===== src/rtl/uart_tx_fifo.sv =====
// uart_tx_fifo: buffered UART transmitter.
// Bytes are queued in a small FIFO through a valid/ready handshake. Each byte
// is then sent on Tx as one start bit (0), DATA_WIDTH data bits LSB first and
// one stop bit (1). Every bit lasts BAUD_RATE clk cycles. The line idles high.
// Ports:
//   clk, rst    clock; synchronous active-high reset
//   tx_data     byte to queue; tx_valid marks it valid this cycle
//   tx_ready    FIFO can accept (not full), taken from the registered count
//   Tx          registered serial output
//   tx_busy     a frame is in progress
//   tx_done     one-cycle pulse when a frame completes
//   fifo_count  entries waiting in the FIFO (excludes the byte being shifted)
module uart_tx_fifo #(
  parameter int DATA_WIDTH = 8,
  parameter int BAUD_RATE  = 1667,
  parameter int FIFO_DEPTH = 4
) (
  input  logic                          clk,
  input  logic                          rst,
  input  logic [DATA_WIDTH-1:0]         tx_data,
  input  logic                          tx_valid,
  output logic                          tx_ready,
  output logic                          Tx,
  output logic                          tx_busy,
  output logic                          tx_done,
  output logic [$clog2(FIFO_DEPTH):0]   fifo_count
);

  localparam int PW = $clog2(FIFO_DEPTH);
  localparam int CW = PW + 1;
  localparam int BW = (DATA_WIDTH > 1) ? $clog2(DATA_WIDTH) : 1;

  typedef enum logic [1:0] {IDLE, START, DATA, STOP} state_t;

  state_t                state, state_n;
  logic [DATA_WIDTH-1:0] mem [FIFO_DEPTH];
  logic [PW-1:0]         wr_ptr, rd_ptr;
  logic [CW-1:0]         count;
  logic [31:0]           baud_cnt;
  logic [BW-1:0]         bit_idx;
  logic [DATA_WIDTH-1:0] shreg;
  logic                  push, pop, shift, baud_end, tx_n, done_n;

  assign tx_ready   = (count != CW'(FIFO_DEPTH));
  assign push       = tx_valid && tx_ready;
  assign baud_end   = (baud_cnt == 32'(BAUD_RATE - 1));
  assign tx_busy    = (state != IDLE);
  assign fifo_count = count;

  always_ff @(posedge clk) begin
    if (rst) state <= IDLE;
    else     state <= state_n;
  end

  // Next state and line value. The shifter always presents the next data bit
  // at shreg[0]; it shifts right each time a bit is put on the line.
  always_comb begin
    state_n = state;
    tx_n    = Tx;
    done_n  = 1'b0;
    pop     = 1'b0;
    shift   = 1'b0;
    case (state)
      IDLE: begin
        tx_n = 1'b1;
        if (count != '0) begin
          pop     = 1'b1;
          state_n = START;
          tx_n    = 1'b0;
        end
      end
      START: begin
        if (baud_end) begin
          state_n = DATA;
          tx_n    = shreg[0];
          shift   = 1'b1;
        end
      end
      DATA: begin
        if (baud_end) begin
          if (bit_idx == BW'(DATA_WIDTH - 1)) begin
            state_n = STOP;
            tx_n    = 1'b1;
          end else begin
            tx_n  = shreg[0];
            shift = 1'b1;
          end
        end
      end
      STOP: begin
        if (baud_end) begin
          done_n = 1'b1;
          // Chain straight into the next frame so there is no idle gap.
          if (count != '0) begin
            pop     = 1'b1;
            state_n = START;
            tx_n    = 1'b0;
          end else begin
            state_n = IDLE;
          end
        end
      end
      default: state_n = IDLE;
    endcase
  end

  always_ff @(posedge clk) begin
    if (push) mem[wr_ptr] <= tx_data;
  end

  always_ff @(posedge clk) begin
    if (rst) begin
      Tx       <= 1'b1;
      tx_done  <= 1'b0;
      wr_ptr   <= '0;
      rd_ptr   <= '0;
      count    <= '0;
      baud_cnt <= '0;
      bit_idx  <= '0;
      shreg    <= '0;
    end else begin
      Tx      <= tx_n;
      tx_done <= done_n;
      if (push) wr_ptr <= wr_ptr + 1'b1;
      if (pop) begin
        rd_ptr <= rd_ptr + 1'b1;
        shreg  <= mem[rd_ptr];
      end else if (shift) begin
        shreg  <= shreg >> 1;
      end
      count <= count + CW'(push) - CW'(pop);
      // Bit timer restarts at every bit boundary and stays cleared while idle.
      baud_cnt <= (state == IDLE || baud_end) ? '0 : baud_cnt + 32'd1;
      if (state == START)                bit_idx <= '0;
      else if (state == DATA && baud_end) bit_idx <= bit_idx + 1'b1;
    end
  end

endmodule


===== config.mk =====
export PLATFORM = sky130hd
export DESIGN_NAME = uart_tx_fifo
export DESIGN_NICKNAME = d
export VERILOG_FILES = /design/src/rtl/uart_tx_fifo.sv
export SDC_FILE = /design/constraint.sdc
export NUM_CORES = 1
export LEC_CHECK = 0
export ABC_AREA = 1
export BUFFER_PORTS_ARGS = -buffer_cell sky130_fd_sc_hd__buf_2
export CAP_MARGIN = 10
export CELL_PAD_IN_SITES_DETAIL_PLACEMENT = 0
export CELL_PAD_IN_SITES_GLOBAL_PLACEMENT = 2
export CORE_MARGIN = 2
export CORE_UTILIZATION = 35
export CTS_CLUSTER_DIAMETER = 50
export DETAILED_ROUTE_END_ITERATION = 7
export MAX_ROUTING_LAYER = met4
export PLACE_DENSITY_LB_ADDON = 0.05
export REMOVE_ABC_BUFFERS = 1
export SYNTH_ARGS = -nofsm -noshare
export SYNTH_HDL_FRONTEND = slang
export SYNTH_SLANG_ARGS = --single-unit
export TNS_END_PERCENT = 100

===== constraint.sdc =====
create_clock -name clk -period 5.1 [get_ports clk]
set_input_delay 1.02 -clock clk [delete_from_list [all_inputs] [get_ports clk]]
set_output_delay 1.02 -clock clk [all_outputs]
set_load 0.005 [all_outputs]

==> flow_metrics.tcl <==
set metrics [dict create \
    synthFlopType "dfxtp_1" \
    cts.sinks 88 \
    gp_congestion 0.746 \
    fin_skew_ps 7.79 \
    synth.most_common_cell "nand2_1" \
    worstPathArrival_ps 2800 \
    syn_inst 520 \
    drtAntennaViolNets 0 \
    crit_chain "inv_1, ha_1, nand2_1, nor2_1, nand2_1, nor2_4, nand3_4, nand2_2, nand2_2, nand3_1, nand2_1, ha_1, fa_1, inv_1, o21ai_0, a21oi_1" \
    critPathSlowestCell "fa_1" \
    dpl.cell_count 677 \
    maxCapViolCount 0 \
    design_area_um2 4760 \
    leakagePower_uw 0.00182 \
    worstSetupStartpointType "register" \
    synth_top_area_share_pct 26.4 \
    yosysTopAreaCell "dfxtp_1" \
    portBuffers 17 \
    dr_total_vias 3294 \
    cp_num_buf_inv 2 \
    htree_levels 3 \
    wl_um 9400 \
    ys_async_sr_fraction_pct 0 \
    areaGrowthSynthToFinish_pct 12.0 \
    io_pins 18 \
    grt_pass1_vias 3144 \
    postSynthAreaPerCell_um2 8.18 \
    wire_per_inst_um 13.6 \
    postCtsSetupBuffers 0 \
    dr.first_iter.drc_count 130 \
    dpl_cell_area_um2 4480 \
    n_fill_cell 1239 \
    fp.dieW_um 114 \
    grt_max_degree 21 \
    fin_crit_sh_pct 49.4 \
    antenna_cells 0 \
    relSlewSlack_pct 45.1 \
    dp_hpwl_um 6810 \
    drive_gt1_share_pct 12.5 \
    rows 40 \
    clkTransAtPathRegs_ps 70 \
    core_area_um2 11900 \
    finalHoldViolCount 0 \
    synth_seq_area_share_pct 49.0 \
    critPathKind "register to register" \
    synth_area_um2 4250 \
    synth_common_cells "nand2_1, inv_1, nor2_1, dfxtp_1, a21oi_1" \
    rsz0062_at_grt "no" \
    layout.nets 567 \
    cpLargestDelayFamily "simple AND/OR/NAND/NOR gates" \
    peakVddDrop_v 0.000254 \
    max_stage_delay_ps 360 \
    grt_usage_pct 16.0 \
    startpoint "baud_cnt[0]$_SDFF_PP0_" \
    critical_path_peak_fanout 20 \
    antenna_found_initial 0 \
    holdBufCountCts 0 \
    ys_warn_count 0 \
    die_y_um 114 \
    synthTopCellsByArea "dfxtp_1, edfxtp_1, nand2_1, inv_1, nor2_1" \
    status "finished, final reports clean" \
    dr.pass1.iters 5 \
    critPathRequiredTime_ps 5380 \
    period_needed_ps 2520 \
    tightestPinTransition_ps 820 \
    grt_pass1_wl_um 15700 \
    p_per_area_nw_per_um2 420 \
    final_cells 693 \
    cts_tree "done" \
    setup_tns_ps 0 \
    grt_overflow 0 \
    via_per_inst 4.75 \
    drv_slew 0 \
    cp-end-kind "register" \
    initial_core_util_pct 35.7 \
    dieArea_um2 13000 \
    min_path_type "register to register" \
    ys_ff_latch 88 \
    cts_resized 0 \
    worst_r2r_startpoint "baud_cnt[0]$_SDFF_PP0_" \
    yosysUniqueCellTypes 37 \
    cts_root_buf "clkbuf_16" \
    critPathMostFrequentCell "nand2_1" \
    max_clock_freq_mhz 397 \
    hp-start "rd_ptr[1]$_SDFFE_PP0P_" \
    cts_buffers 9 \
    drc 0 \
    clockBufferDepth 2 \
    worstSkewPairLatency_ps 340 \
    setup_viol 0 \
    synth_edf_count 32 \
]
==> logic make-up (layout without fill, tap and decap cells) <==
kind of cell / Yosys count / in the layout / synth area share (%)
buffers and inverters: 84 / 110 / 7.83
flip-flops: 88 / 88 / 49.0
AND/OR/NAND/NOR: 230 / 230 / 25.3
XOR/XNOR: 4 / 4 / 0.824
AO/OA/AOI/OAI: 99 / 99 / 12.5
adder cells (fa/ha/maj): 15 / 15 / 4.59
==> report_power, final <==
part / leakage, uW / switching, uW / internal [uW]
combinational: 0.000932 / 320 / 162
sequential: 0.000748 / 57.4 / 816
clock: 0.000139 / 305 / 340
total: 0.00182 / 683 / 1320
==> per-layer routing <==
layer	share of wire, %	global-route usage (%)	wire length [um]	up-vias
li1	-	-	-	1764
met1	54	21.7	5110	1509
met2	44	23.8	4110	17
met3	0.98	2.86	92	4
met5	0	-	0	-
met4	0.85	6.59	80	0
==> cell usage in the layout, fill, tap and decap left out, drive strengths merged, types with 9 or more instances in the layout <==
cell type  count
edfxtp        32
nor2          72
clkbuf         9
dfxtp         56
inv           81
buf           17
nand2         99
o21ai         47
nor3          14
nand3         31
a21oi         39
ha            14
==> flip-flops by register name, indices dropped and copies added, names as in the netlist, named ones only <==
name	count
fifo_count	3
Tx	1
mem	32
baud_cnt	32
rd_ptr	2
shreg	8
state	2
tx_done	1
bit_idx	3
wr_ptr	2
==> worst register-to-register path, delay by kind of cell, from the launching register on <==
kind	cells	cell delay (ps)
buffers and inverters	2	140
AO/OA/AOI/OAI	2	200
flip-flops	1	350
AND/OR/NAND/NOR	9	1100
adder cells (fa/ha/maj)	3	690
==> area by class of cell <==
cell class / instances / area (um^2) / area share [%]
sequential: 88 / 2080 / 43.7
multi-input combinational: 348 / 1840 / 38.6
inverter: 77 / 289 / 6.07
clock buffer: 9 / 225 / 4.73
tap: 147 / 184 / 3.86
timing repair buffer: 17 / 85.1 / 1.79
clock inverter: 7 / 58.8 / 1.23
==> stage by stage <==
stage	power (uW)	hold slack, ps	setup WS, ps	util, %
2_1_floorplan	1230	440	2870	-
3_3_place_gp	1380	453	2580	37.6
3_5_place_dp	1380	459	2540	37.6
4_1_cts	2030	469	2530	40.0
5_1_grt	2140	501	2230	40.0
6_report	2000	468	2580	40.0
==> worst paths after layout <==
kind	slack, ps	cells past startpoint	end
max	2580	16	fifo_count[2]$_SDFF_PP0_
min	470	2	rd_ptr[1]$_SDFFE_PP0P_
max reg2reg	2580	16	fifo_count[2]$_SDFF_PP0_
min reg2reg	470	2	rd_ptr[1]$_SDFFE_PP0P_
(Power assumes the default switching activity.)
